===== config.mk =====
export PLATFORM = sky130hd
export DESIGN_NAME = lsu_axi_master_flat
export DESIGN_NICKNAME = d
export VERILOG_FILES = /design/src/rtl/axi_lite_if.sv /design/src/rtl/lsu_axi_master.sv /design/src/flat_wrapper.sv
export SDC_FILE = /design/constraint.sdc
export NUM_CORES = 1
export LEC_CHECK = 0
export ABC_AREA = 1
export BUFFER_PORTS_ARGS = -buffer_cell sky130_fd_sc_hd__buf_2
export CORE_MARGIN = 4
export CORE_UTILIZATION = 40
export DETAILED_ROUTE_END_ITERATION = 8
export PLACE_DENSITY = 0.7
export SYNTH_ARGS = -nofsm -noshare
export SYNTH_HDL_FRONTEND = slang
export SYNTH_SLANG_ARGS = --single-unit

===== constraint.sdc =====
create_clock -name clk -period 1.7 [get_ports clk]
set_clock_uncertainty 0.15 [all_clocks]
set_input_delay 0.255 -clock clk [delete_from_list [all_inputs] [get_ports clk]]
set_output_delay 0.255 -clock clk [all_outputs]
set_load 0.1 [all_outputs]

===== src/rtl/axi_lite_if.sv =====
// axi_lite_if: 32-bit AXI-lite channel bundle with master and slave views
interface axi_lite_if;
  logic [31:0] awaddr;
  logic        awvalid;
  logic        awready;
  logic [31:0] wdata;
  logic [3:0]  wstrb;
  logic        wvalid;
  logic        wready;
  logic [1:0]  bresp;
  logic        bvalid;
  logic        bready;
  logic [31:0] araddr;
  logic        arvalid;
  logic        arready;
  logic [31:0] rdata;
  logic [1:0]  rresp;
  logic        rvalid;
  logic        rready;
  modport master (
    output awaddr, awvalid, wdata, wstrb, wvalid, bready, araddr, arvalid, rready,
    input  awready, wready, bresp, bvalid, arready, rdata, rresp, rvalid
  );
  modport slave (
    input  awaddr, awvalid, wdata, wstrb, wvalid, bready, araddr, arvalid, rready,
    output awready, wready, bresp, bvalid, arready, rdata, rresp, rvalid
  );
endinterface


===== src/rtl/lsu_axi_master.sv =====
// lsu_axi_master: single-outstanding LSU to AXI-lite master bridge; define LSU_MISALIGN_CHECK_EN to reject misaligned requests
module lsu_axi_master (
  input  logic        clk,
  input  logic        rst,
  input  logic        req_valid,
  output logic        req_ready,
  input  logic        req_wen,
  input  logic [31:0] req_addr,
  input  logic [1:0]  req_size,
  input  logic [31:0] req_wdata,
  output logic        resp_valid,
  output logic [31:0] resp_rdata,
  output logic        resp_err,
  axi_lite_if.master  axi
);
  typedef enum logic [2:0] {IDLE, RD_ADDR, RD_DATA, WR, WR_RESP, RESP} state_t;
  state_t      state_q;
  logic [1:0]  off_q;
  logic [1:0]  size_q;
  logic        accept;
  logic        misalign;
  logic        aw_done;
  logic        w_done;
  logic [3:0]  strb;
  logic [31:0] rmask;
  assign req_ready = ~rst & (state_q == IDLE | state_q == RESP);
  assign accept = req_valid & req_ready;
  always_comb begin
`ifdef LSU_MISALIGN_CHECK_EN
    misalign = (req_size == 2'd3) | (req_size == 2'd1 & req_addr[0]) | (req_size == 2'd2 & req_addr[1:0] != 2'd0);
`else
    misalign = 1'b0;
`endif
    strb = req_size == 2'd0 ? 4'h1 : req_size == 2'd1 ? 4'h3 : 4'hf;
    rmask = size_q == 2'd0 ? 32'h0000_00ff : size_q == 2'd1 ? 32'h0000_ffff : 32'hffff_ffff;
    aw_done = ~axi.awvalid | axi.awready;
    w_done = ~axi.wvalid | axi.wready;
  end
  always_ff @(posedge clk)
    if (rst) begin
      state_q     <= IDLE;
      off_q       <= '0;
      size_q      <= '0;
      axi.araddr  <= '0;
      axi.arvalid <= 1'b0;
      axi.rready  <= 1'b0;
      axi.awaddr  <= '0;
      axi.awvalid <= 1'b0;
      axi.wdata   <= '0;
      axi.wstrb   <= '0;
      axi.wvalid  <= 1'b0;
      axi.bready  <= 1'b0;
      resp_valid  <= 1'b0;
      resp_rdata  <= '0;
      resp_err    <= 1'b0;
    end else begin
      resp_valid <= 1'b0;
      case (state_q)
        IDLE, RESP: begin
          state_q <= IDLE;
          if (accept) begin
            off_q      <= req_addr[1:0];
            size_q     <= req_size;
            axi.araddr <= req_addr;
            axi.awaddr <= req_addr;
            axi.wdata  <= req_wdata << {req_addr[1:0], 3'b000};
            axi.wstrb  <= strb << req_addr[1:0];
            if (misalign) begin
              state_q    <= RESP;
              resp_valid <= 1'b1;
              resp_rdata <= '0;
              resp_err   <= 1'b1;
            end else if (req_wen) begin
              state_q     <= WR;
              axi.awvalid <= 1'b1;
              axi.wvalid  <= 1'b1;
            end else begin
              state_q     <= RD_ADDR;
              axi.arvalid <= 1'b1;
            end
          end
        end
        RD_ADDR:
          if (axi.arready) begin
            state_q     <= RD_DATA;
            axi.arvalid <= 1'b0;
            axi.rready  <= 1'b1;
          end
        RD_DATA:
          if (axi.rvalid) begin
            state_q    <= RESP;
            axi.rready <= 1'b0;
            resp_valid <= 1'b1;
            resp_rdata <= (axi.rdata >> {off_q, 3'b000}) & rmask;
            resp_err   <= axi.rresp != 2'b00;
          end
        WR: begin
          if (axi.awready) axi.awvalid <= 1'b0;
          if (axi.wready) axi.wvalid <= 1'b0;
          if (aw_done & w_done) begin
            state_q    <= WR_RESP;
            axi.bready <= 1'b1;
          end
        end
        WR_RESP:
          if (axi.bvalid) begin
            state_q    <= RESP;
            axi.bready <= 1'b0;
            resp_valid <= 1'b1;
            resp_rdata <= '0;
            resp_err   <= axi.bresp != 2'b00;
          end
        default: state_q <= IDLE;
      endcase
    end
endmodule


===== src/flat_wrapper.sv =====
// flat-port wrapper written by rule: the top's interface ports become plain ports
module lsu_axi_master_flat 
  (clk, rst, req_valid, req_ready, req_wen, req_addr, req_size, req_wdata, resp_valid, resp_rdata, resp_err, axi_awaddr, axi_awvalid, axi_wdata, axi_wstrb, axi_wvalid, axi_bready, axi_araddr, axi_arvalid, axi_rready, axi_awready, axi_wready, axi_bresp, axi_bvalid, axi_arready, axi_rdata, axi_rresp, axi_rvalid);
  axi_lite_if axi_i ();
  input  logic clk;
  input  logic rst;
  input  logic req_valid;
  output logic req_ready;
  input  logic req_wen;
  input  logic [31:0] req_addr;
  input  logic [1:0] req_size;
  input  logic [31:0] req_wdata;
  output logic resp_valid;
  output logic [31:0] resp_rdata;
  output logic resp_err;
  output wire logic [$bits(axi_i.awaddr)-1:0] axi_awaddr;
  output wire logic [$bits(axi_i.awvalid)-1:0] axi_awvalid;
  output wire logic [$bits(axi_i.wdata)-1:0] axi_wdata;
  output wire logic [$bits(axi_i.wstrb)-1:0] axi_wstrb;
  output wire logic [$bits(axi_i.wvalid)-1:0] axi_wvalid;
  output wire logic [$bits(axi_i.bready)-1:0] axi_bready;
  output wire logic [$bits(axi_i.araddr)-1:0] axi_araddr;
  output wire logic [$bits(axi_i.arvalid)-1:0] axi_arvalid;
  output wire logic [$bits(axi_i.rready)-1:0] axi_rready;
  input wire logic [$bits(axi_i.awready)-1:0] axi_awready;
  input wire logic [$bits(axi_i.wready)-1:0] axi_wready;
  input wire logic [$bits(axi_i.bresp)-1:0] axi_bresp;
  input wire logic [$bits(axi_i.bvalid)-1:0] axi_bvalid;
  input wire logic [$bits(axi_i.arready)-1:0] axi_arready;
  input wire logic [$bits(axi_i.rdata)-1:0] axi_rdata;
  input wire logic [$bits(axi_i.rresp)-1:0] axi_rresp;
  input wire logic [$bits(axi_i.rvalid)-1:0] axi_rvalid;
  assign axi_awaddr = axi_i.awaddr;
  assign axi_awvalid = axi_i.awvalid;
  assign axi_wdata = axi_i.wdata;
  assign axi_wstrb = axi_i.wstrb;
  assign axi_wvalid = axi_i.wvalid;
  assign axi_bready = axi_i.bready;
  assign axi_araddr = axi_i.araddr;
  assign axi_arvalid = axi_i.arvalid;
  assign axi_rready = axi_i.rready;
  assign axi_i.awready = axi_awready;
  assign axi_i.wready = axi_wready;
  assign axi_i.bresp = axi_bresp;
  assign axi_i.bvalid = axi_bvalid;
  assign axi_i.arready = axi_arready;
  assign axi_i.rdata = axi_rdata;
  assign axi_i.rresp = axi_rresp;
  assign axi_i.rvalid = axi_rvalid;
  lsu_axi_master u_core (.clk(clk), .rst(rst), .req_valid(req_valid), .req_ready(req_ready), .req_wen(req_wen), .req_addr(req_addr), .req_size(req_size), .req_wdata(req_wdata), .resp_valid(resp_valid), .resp_rdata(resp_rdata), .resp_err(resp_err), .axi(axi_i));
endmodule

==> results.py, run 1 <==
metrics = {
    "status": {
        "status": "completed",
    },
    "power_and_ir_drop": {
        "p_leak_nw": 3.80,
        "ir_drop_mv": 1.41,
        "power_density_nw_per_um2": 2200,
        "p_total_mw": 16.3,
    },
    "global_routing": {
        "grt_max_degree": 65,
        "grt_pass1_vias": 5275,
        "grtUsageTotal_pct": 22.1,
        "grt_pass1_wl_mm": 26.7,
        "grt_overflow": 0,
        "antenna_found_initial": 0,
    },
    "layout": {
        "fin_cells": 1194,
        "fin_area_um2": 7430,
        "layout.nets": 1128,
        "drive_above_1_share_pct": 34.6,
        "area_growth_pct": 40.3,
    },
    "synthesis": {
        "yosysTopAreaCell": "dfxtp_1",
        "yosys.area.top_type_share_pct": 42.3,
        "synth_ff_type": "dfxtp_1",
        "syn_nets": 886,
        "synth_warnings": 0,
        "ys_seq_area_share_pct": 42.3,
        "muxShareOfSynthArea_pct": 1.32,
        "ys_seq_elements": 112,
        "synthXorXnorAreaFrac_pct": 0,
        "synthAdderAreaFrac_pct": 0,
        "syn-instance-count": 775,
        "synth-edff-count": 0,
        "async_flop_share_pct": 0,
        "yosysMostFrequentCell": "nand2_1",
        "syn_area_per_cell_um2": 6.84,
        "yosys.area_share.simple_pct": 28.1,
        "synth-compound-area-share_pct": 16.6,
        "synth_top_family_by_area": "simple AND/OR/NAND/NOR gates",
        "ys_types": 27,
        "synthTopCellsByArea": "dfxtp_1 42%, nand2_1 15%, o21ai_0 11%",
        "synthesis.area_um2": 5300,
        "synth_common_cells": "208 x nand2_1, 115 x o21ai_0, 112 x dfxtp_1, 74 x nor2_1, 65 x nand3_1",
    },
    "timing": {
        "rsz0062_at_grt": "true",
        "setup_ws_ps": 23.7,
        "drv_slew": 0,
        "worstMarginPinSlew_ps": 535,
        "setup_viol": 0,
        "min_period_ps": 1680,
        "fmax_mhz": 597,
        "fin_crit_sh_pct": 98.6,
        "finalHoldViolations": 0,
        "slew_headroom_pct": 64.6,
        "hold-worst-slack_ps": 19.0,
    },
    "placement": {
        "place_area_um2": 6710,
        "io_buffers": 250,
        "post-dp-hpwl_mm": 12.6,
        "post-place-ws_ps": 22.9,
        "routabilityCongestion": 0.892,
        "place_inst": 1142,
    },
    "worst_setup_path": {
        "arrival_ps": 1270,
        "required_ps": 1290,
        "path_cells": "inv_2, nand2_4, nand3_2, nor2_4, buf_12",
        "critical_path_peak_fanout": 4,
        "reg2reg_from": "u_core.state_q[2]",
        "worstSetupEndpointType": "output port",
        "slowest_stage": "dfxtp_4",
        "start_kind": "register",
        "slowest_delay_ps": 370,
        "startpoint": "u_core.state_q[2]",
        "crit_type": "register to output port",
    },
    "clocking": {
        "clkTransAtPathRegs_ps": 70,
        "clk_latency_ps": 350,
        "cts_tree": "yes",
        "cts_root_buffer": "clkbuf_16",
        "htreeDepth": 3,
        "cts_buffers": 9,
        "cts_buffer_depth": 2,
        "cts_sinks": 112,
    },
    "detailed_routing": {
        "drt_iter0_drc": 338,
        "drt-pass1-iter-count": 5,
        "ant_nets": 0,
        "post-route-drc-count": 0,
        "drt-total-wl_mm": 17.8,
        "drt-wirelength-per-cell_um": 14.9,
        "routed_via_density": 4.86,
        "via_count": 5807,
    },
    "die": {
        "initial_core_util_pct": 41.5,
        "io_pins": 251,
        "die_area_um2": 15200,
        "die_w_um": 123,
        "die_h_um": 123,
        "core_um2": 12800,
        "rows": 41,
    },
    "run": {
        "cap_violations": 0,
    },
    "worst_hold_path": {
        "hold_class": "input pin to register",
        "worstHoldStart": "req_addr[21]",
    },
}
==> final timing paths <==
| kind | to | slack [ps] | cells after the start |
|---|---|---|---|
| worst min register to register | u_core.axi.bready | 290 | 2 |
| worst max register to register | u_core.resp_rdata[15] | 80 | 8 |
| worst min-delay path | u_core.axi.awaddr[21] | 20 | 3 |
| worst max-delay path | req_ready | 20 | 5 |
==> layout make-up <==
type / instances / area (um^2)
fillers: 1225 / 5340
multi-input cells: 539 / 2480
flip-flops and latches: 112 / 2300
repair buffers: 316 / 2020
clock buffers: 11 / 243
well taps: 172 / 215
inverters: 39 / 149
clock inverters: 4 / 31.3
diodes: 1 / 2.50
==> per-layer routing <==
layer	vias to the layer above	wire length (um)	GRT usage (%)
li1	2979	-	-
met1	2615	7720	29.1
met2	199	8540	36.8
met3	14	1340	5.72
met4	0	182	4.84
met5	-	0	0
==> cells in the final DEF, fill, tap and decap left out, types with 2 or more instances in the layout <==
master | Yosys | final
clkbuf_16 | 0 | 12
clkinv_1 | 2 | 2
mux2i_1 | 7 | 7
dfxtp_2 | 0 | 32
nor2_1 | 74 | 72
nand3_1 | 65 | 64
nand2_1 | 208 | 205
nor2_4 | 1 | 2
buf_4 | 36 | 27
nand4_1 | 3 | 3
a21oi_1 | 41 | 41
buf_2 | 14 | 245
o211ai_1 | 6 | 6
dfxtp_1 | 112 | 76
inv_1 | 33 | 31
dfxtp_4 | 0 | 4
a21boi_0 | 2 | 2
clkinv_4 | 0 | 3
dlygate4sd3_1 | 0 | 30
nand2_4 | 0 | 2
o21ai_0 | 115 | 115
inv_2 | 4 | 5
buf_12 | 0 | 10
nor3_1 | 8 | 8
==> sequential cells by signal, summed over array words and instances (netlist names), 2 cells and up <==
name and count:
u_core.state_q 3, u_core.resp_rdata 32, u_core.size_q 2, u_core.axi.wdata 32, u_core.axi.wstrb 4, u_core.axi.awaddr 31
==> cell families (layout without fill, tap and decap cells) <==
kind of cell	Yosys count	after routing
AOI/OAI and AO/OA	170	170
buffers and inverters	124	370
DFF	112	112
muxes	7	7
other	0	1
and+or+nand+nor	362	362
==> power by group <==
| part | internal (mW) | switching [mW] |
|---|---|---|
| logic | 1.95 | 8.58 |
| clock network | 1.03 | 0.962 |
| registers | 3.40 | 0.413 |
| total | 6.38 | 9.96 |
==> critical path: cells and delay by family, from the launching register on <==
family                 cells  cell delay [ps]
AND/OR/NAND/NOR            3              320
flip-flops                 1              370
buffers and inverters      2              240
==> metrics by stage <==
| stage | utilization (%) | TNS [ps] |
|---|---|---|
| finish | 58.2 | 0 |
| global route | 58.2 | -48.0 |
| CTS | 57.4 | -5.92 |
| detailed placement | 52.5 | 0 |
| global placement | 52.5 | 0 |
| floorplan | - | -13.6 |
==> repair_timing <==
action                                  4_1_cts  5_1_grt
hold buffers                                 30        0
pin swaps                                     2        1
endpoints found under the hold margin        30        0
endpoints found under the setup margin        1       39
gates cloned                                  0        3
setup buffers                                 3        0
gates resized for setup                       9        7
(Power assumes the default switching activity.)
==> inputs of run 2 (changes only) <==
Settings changed: CORE_UTILIZATION 40 to 47, PLACE_DENSITY 0.7 to 0.8.
==> run 2 against run 1 <==
Effect of this change: sequential cell count is the same; clock power grew 3%; fmax up 0.46%; global-route usage grew 2.3 points; critical endpoint unchanged; final cell count down 1.8%; critical path type unchanged; register-to-register slack worse by 20 ps; utilization grew 13 points; worst hold slack gained 3.8 ps; clock-buffer cell count shrank 1; combinational power up 6%.
==> results.py, run 2 (synthesis gave the netlist of run 1 again) <==
metrics = {
    "status": {
        "status": "completed",
    },
    "detailed_routing": {
        "routed_via_density": 5.24,
        "via_count": 6149,
        "ant_nets": 0,
        "drt-total-wl_mm": 18.7,
        "drt-pass1-iter-count": 5,
        "drt-wirelength-per-cell_um": 15.9,
        "drt_iter0_drc": 546,
        "post-route-drc-count": 0,
    },
    "global_routing": {
        "grt_overflow": 0,
        "grtUsageTotal_pct": 24.4,
        "antenna_found_initial": 0,
        "use_met1_pct": 31.7,
        "grt_pass1_vias": 5373,
        "use_met3_pct": 5.13,
        "grt_pass1_wl_mm": 26.1,
        "groute.layer.met2.usage_pct": 39.6,
        "grt-busiest-layer": "met2",
        "grt_max_degree": 73,
    },
    "layout": {
        "layout.nets": 1139,
        "reg_top3": "u_core.axi.wdata (32), u_core.resp_rdata (32), u_core.axi.awaddr (31)",
        "final_common_cell": "buf_2",
        "layout_common_cells": "245 x buf_2, 202 x nand2_1, 107 x o21ai_0",
        "antenna_cells": 0,
        "area_growth_pct": 46.3,
        "drive_above_1_share_pct": 37.2,
        "final_util_pct": 70.9,
    },
    "placement": {
        "io_buffers": 250,
        "routabilityCongestion": 0.886,
        "post-dp-hpwl_mm": 11.9,
    },
    "clocking": {
        "clkTransAtPathRegs_ps": 80,
        "htreeDepth": 3,
        "cts_root_buffer": "clkbuf_16",
        "cts_sinks": 112,
        "cts_buffers": 9,
        "clk_latency_ps": 350,
        "cts_tree": "yes",
        "cts_buffer_depth": 2,
    },
    "power_and_ir_drop": {
        "p_leak_nw": 3.94,
        "p_total_mw": 17.0,
        "power_density_nw_per_um2": 2190,
        "ir_drop_mv": 1.82,
    },
    "die": {
        "die_h_um": 114,
        "core_um2": 10900,
        "die_area_um2": 13000,
        "io_pins": 251,
        "die_w_um": 114,
        "initial_core_util_pct": 48.5,
        "rows": 38,
    },
    "worst_setup_path": {
        "path_cells": "inv_4, nand2_4, nand3_4, nor2_4, buf_12",
        "required_ps": 1290,
        "critical_path_peak_fanout": 3,
        "slowest_stage": "dfxtp_4",
        "cp.buffers_inverters": 2,
        "path_delay_family": "flip-flops",
        "slowest_delay_ps": 380,
        "crit_type": "register to output port",
        "arrival_ps": 1260,
        "start_kind": "register",
        "worstSetupEndpointType": "output port",
    },
    "timing": {
        "fmax_mhz": 599,
        "fin_crit_sh_pct": 98.2,
        "slew_headroom_pct": 65.0,
        "rsz0062_at_grt": "true",
        "finalHoldViolations": 0,
        "min_period_ps": 1670,
        "worstMarginPinSlew_ps": 529,
        "setup_viol": 0,
        "drv_slew": 0,
    },
    "worst_hold_path": {
        "hold_class": "input pin to register",
    },
    "run": {
        "cap_violations": 0,
    },
}
[run 2: cell types whose count changed in the layout (fill, tap and decap cells not counted), moves of 2 or more]
cell / previous run / this run
nand2_1: 205 / 202
a21oi_2: 0 / 10
clkbuf_16: 12 / 19
clkinv_4: 3 / 1
a21oi_1: 41 / 31
o21ai_0: 115 / 107
buf_12: 10 / 12
o21ai_2: 1 / 4
o21ai_1: 1 / 6
nand2_4: 2 / 4
buf_6: 1 / 3
inv_6: 0 / 3
[run 2: worst paths after layout]
kind | start | to | slack (ps) | cells past startpoint
min | axi_wready | u_core.axi.wvalid | 20 | 4
max | u_core.state_q[0] | req_ready | 30 | 5
max reg2reg | u_core.state_q[2] | u_core.resp_rdata[9] | 60 | 8
min reg2reg | u_core.axi.wdata[29] | u_core.axi.wdata[29] | 310 | 2
[run 2: per-layer routing]
layer / share of wire [%] / vias to the layer above
met5: 0 / -
met4: 3.7 / 0
met3: 8.9 / 56
met2: 47 / 334
met1: 41 / 2748
li1: - / 3011
[run 2: metrics by stage]
stage | area, um^2 | worst slack [ps] | setup TNS (ps) | hold WS [ps] | cells
6_report | 7750 | 31.3 | 0 | 22.8 | 1173
2_1_floorplan | 5370 | -10.3 | -13.6 | 195 | 775
3_5_place_dp | 6660 | 19.6 | 0 | 303 | 1108
5_1_grt | 7750 | -29.5 | -193 | 49.1 | 1173
3_3_place_gp | 6660 | 89.1 | 0 | 283 | 1108
4_1_cts | 7270 | 4.29 | 0 | 4.02 | 1155
[run 2: where the power goes]
part | leakage, nW | switching [mW] | internal [mW]
Clock | 0.140 | 1.02 | 1.02
Sequential | 0.931 | 0.446 | 3.40
Combinational | 2.87 | 8.78 | 2.30
[run 2: worst register-to-register path, cell delays in order, from the launching register on]
cell and delay [ps]:
dfxtp_4 360, buf_4 140, nor3_2 210, nand2_1 120
nand2_4 130, buf_12 150, o21ai_0 100, o21ai_0 120
nor2_1 60
[run 2: what timing repair did]
item | 4_1_cts | 5_1_grt
gates resized for setup | 9 | 44
setup buffers | 1 | 5
cloned | 0 | 13
endpoints found under the hold margin | 30 | 0
hold buffers | 30 | 0
setup endpoints to repair | 1 | 54
pin swaps | 2 | 12
[run 2: cell type report]
class	instances	area (um^2)
fill	906	3190
multi-input combinational	539	2560
sequential	112	2300
timing repair buffer	327	2270
clock buffer	10	229
tap	140	175
inverter	39	161
clock inverter	6	51.3
==> inputs of run 3 (changes only) <==
--- a/config.mk
+++ b/config.mk
@@ -8,4 +8,5 @@
 export ABC_AREA = 1
 export BUFFER_PORTS_ARGS = -buffer_cell sky130_fd_sc_hd__buf_2
+export CAP_MARGIN = 20
 export CORE_MARGIN = 4
 export CORE_UTILIZATION = 47
--- a/constraint.sdc
+++ b/constraint.sdc
@@ -3,3 +3,3 @@
 set_input_delay 0.255 -clock clk [delete_from_list [all_inputs] [get_ports clk]]
 set_output_delay 0.255 -clock clk [all_outputs]
-set_load 0.1 [all_outputs]
+set_load 0.02 [all_outputs]
==> run 3 against run 2 <==
Effect of this change: the flow now finishes with violations (negative hold slack, negative setup slack); worst hold slack worse by 24 ps; combinational power down 53%; non-clock buffer count down 12; first-iteration DRC count down 11%; critical path type is now register to register; largest cell class unchanged; largest power group unchanged.
==> results.py, run 3 (synthesis gave the netlist of run 1 again) <==
metrics = {
    "layout": {
        "drive_above_1_share_pct": 31.7,
        "antenna_cells": 0,
        "reg_top3": "u_core.axi.wdata (32), u_core.resp_rdata (32), u_core.axi.awaddr (31)",
        "layout.nets": 1127,
        "final_common_cell": "buf_2",
        "final_util_pct": 66.9,
        "fin_cells": 1161,
        "layout_common_cells": "249 x buf_2, 204 x nand2_1, 112 x o21ai_0",
        "area_growth_pct": 38.1,
    },
    "global_routing": {
        "grtUsageTotal_pct": 24.8,
        "grt_pass1_vias": 5542,
        "grt_pass1_wl_mm": 26.5,
        "antenna_found_initial": 0,
        "grt_overflow": 0,
        "grt_max_degree": 68,
    },
    "worst_setup_path": {
        "critPathCapture": "u_core.axi.wdata[12]",
        "critical_path_peak_fanout": 47,
        "worst-r2r-setup-slack_ps": -5,
        "startpoint": "u_core.state_q[0]",
        "arrival_ps": 1780,
        "required_ps": 1780,
        "crit_type": "register to register",
        "start_kind": "register",
        "rr_endpoint": "u_core.axi.wdata[12]",
        "path_cells": "inv_2, nand2_2, nand2_1, nor2_4, nand3_4, buf_6, o21ai_0, nor2_1",
        "worstSetupEndpointType": "register",
        "slowest_stage": "dfxtp_4",
        "reg2reg_depth": 8,
        "slowest_delay_ps": 390,
        "reg2reg_from": "u_core.state_q[0]",
    },
    "detailed_routing": {
        "drt-pass1-iter-count": 5,
        "ant_nets": 0,
        "post-route-drc-count": 0,
        "drt-total-wl_mm": 17.4,
        "drt-wirelength-per-cell_um": 15.0,
        "via_count": 5958,
        "drt_iter0_drc": 484,
        "routed_via_density": 5.13,
    },
    "clocking": {
        "cts_root_buffer": "clkbuf_16",
        "clkTransAtPathRegs_ps": 80,
        "clk_latency_ps": 340,
        "cts_tree": "yes",
        "htreeDepth": 3,
        "cts_sinks": 112,
        "cts_buffer_depth": 2,
        "cts_buffers": 9,
    },
    "timing": {
        "fin_crit_sh_pct": 100,
        "hold-worst-slack_ps": -0.960,
        "finalHoldViolations": 1,
        "rsz0062_at_grt": "true",
        "worstMarginPinSlew_ps": 454,
        "fmax_mhz": 587,
        "min_period_ps": 1700,
        "setup_ws_ps": -4.51,
        "setup_viol": 1,
        "slew_headroom_pct": 69.7,
        "drv_slew": 0,
    },
    "die": {
        "die_w_um": 114,
        "initial_core_util_pct": 48.5,
        "io_pins": 251,
        "rows": 38,
        "die_area_um2": 13000,
        "core_um2": 10900,
        "die_h_um": 114,
    },
    "placement": {
        "io_buffers": 250,
        "post-dp-hpwl_mm": 11.7,
        "place_inst": 1111,
        "routabilityCongestion": 0.876,
        "post-place-ws_ps": 21.8,
    },
    "power_and_ir_drop": {
        "p_total_mw": 11.1,
        "power_density_nw_per_um2": 1510,
        "p_leak_nw": 3.77,
        "ir_drop_mv": 0.820,
    },
    "run": {
        "cap_violations": 0,
    },
    "worst_hold_path": {
        "hold_class": "input pin to register",
    },
    "status": {
        "status": "finished with violations",
        "violations": "negative hold slack, negative setup slack",
    },
}
## run 3: cell types whose count changed in the layout (fill, tap and decap cells not counted), moves of 3 or more
cell	previous run	this run
o21ai_0	107	112
dfxtp_2	33	1
buf_12	12	9
dfxtp_1	75	109
a21oi_2	10	0
o21ai_2	4	1
a21oi_1	31	41
buf_2	245	249
buf_4	26	22
clkbuf_16	19	11
nand2_4	4	0
## run 3: worst max-delay path: cells and delay by family, from the launching register on
| kind | cells | cell delay, ps |
|---|---|---|
| and+or+nand+nor | 5 | 480 |
| DFF | 1 | 390 |
| buffers and inverters | 2 | 280 |
| AOI/OAI and AO/OA | 1 | 260 |
## run 3: routing by layer
| metal | GRT usage [%] | part of all wire [%] | up-vias |
|---|---|---|---|
| met5 | 0 | 0 | - |
| met4 | 8.16 | 2.6 | 0 |
| met3 | 5.66 | 8.8 | 36 |
| met2 | 43.5 | 49 | 274 |
| met1 | 30.1 | 39 | 2671 |
| li1 | - | - | 2977 |
## run 3: how the worst min path moves through the flow
stage / cells after the start / slack, ps / endpoint / from
floorplan: 1 / 200 / u_core.axi.rready / axi_rvalid
global placement: 2 / 290 / u_core.axi.bready / u_core.axi.bready
detailed placement: 1 / 300 / u_core.axi.arvalid / u_core.axi.arvalid
CTS: 3 / 0.002 / u_core.axi.awaddr[6] / req_addr[6]
global route: 3 / 9 / u_core.axi.awaddr[6] / req_addr[6]
finish: 3 / -1 / u_core.axi.awaddr[6] / req_addr[6]
## run 3: per-stage QoR
stage | hold slack [ps] | instance area [um^2] | TNS, ps
floorplan | 195 | 5300 | 0
global placement | 290 | 6590 | 0
detailed placement | 300 | 6590 | 0
CTS | 0.00211 | 7200 | 0
global route | 9.38 | 7320 | -206
finish | -0.960 | 7320 | -4.51
## run 3: report_power, final
| part | internal [mW] | total, mW | switching [mW] |
|---|---|---|---|
| Combinational | 1.95 | 5.23 | 3.28 |
| Sequential | 3.36 | 3.79 | 0.436 |
| Clock | 1.02 | 2.03 | 1.01 |
| Total | 6.33 | 11.1 | 4.73 |
## run 3: repair_timing
action                     in CTS  in global routing
gates resized for setup         8                 22
hold buffers                   30                  0
gates cloned                    0                  2
setup endpoints to repair       1                 96
hold endpoints to repair       30                  0
buffers inserted                1                  1
pin swaps                       2                  4
## run 3: final cells by class
type	count	area, um^2
Clock buffer	10	229
Clock inverter	6	51.3
Fill cell	913	3620
Inverter	39	149
Multi-Input combinational cell	539	2490
Sequential cell	112	2250
Tap cell	140	175
Timing Repair Buffer	315	1980
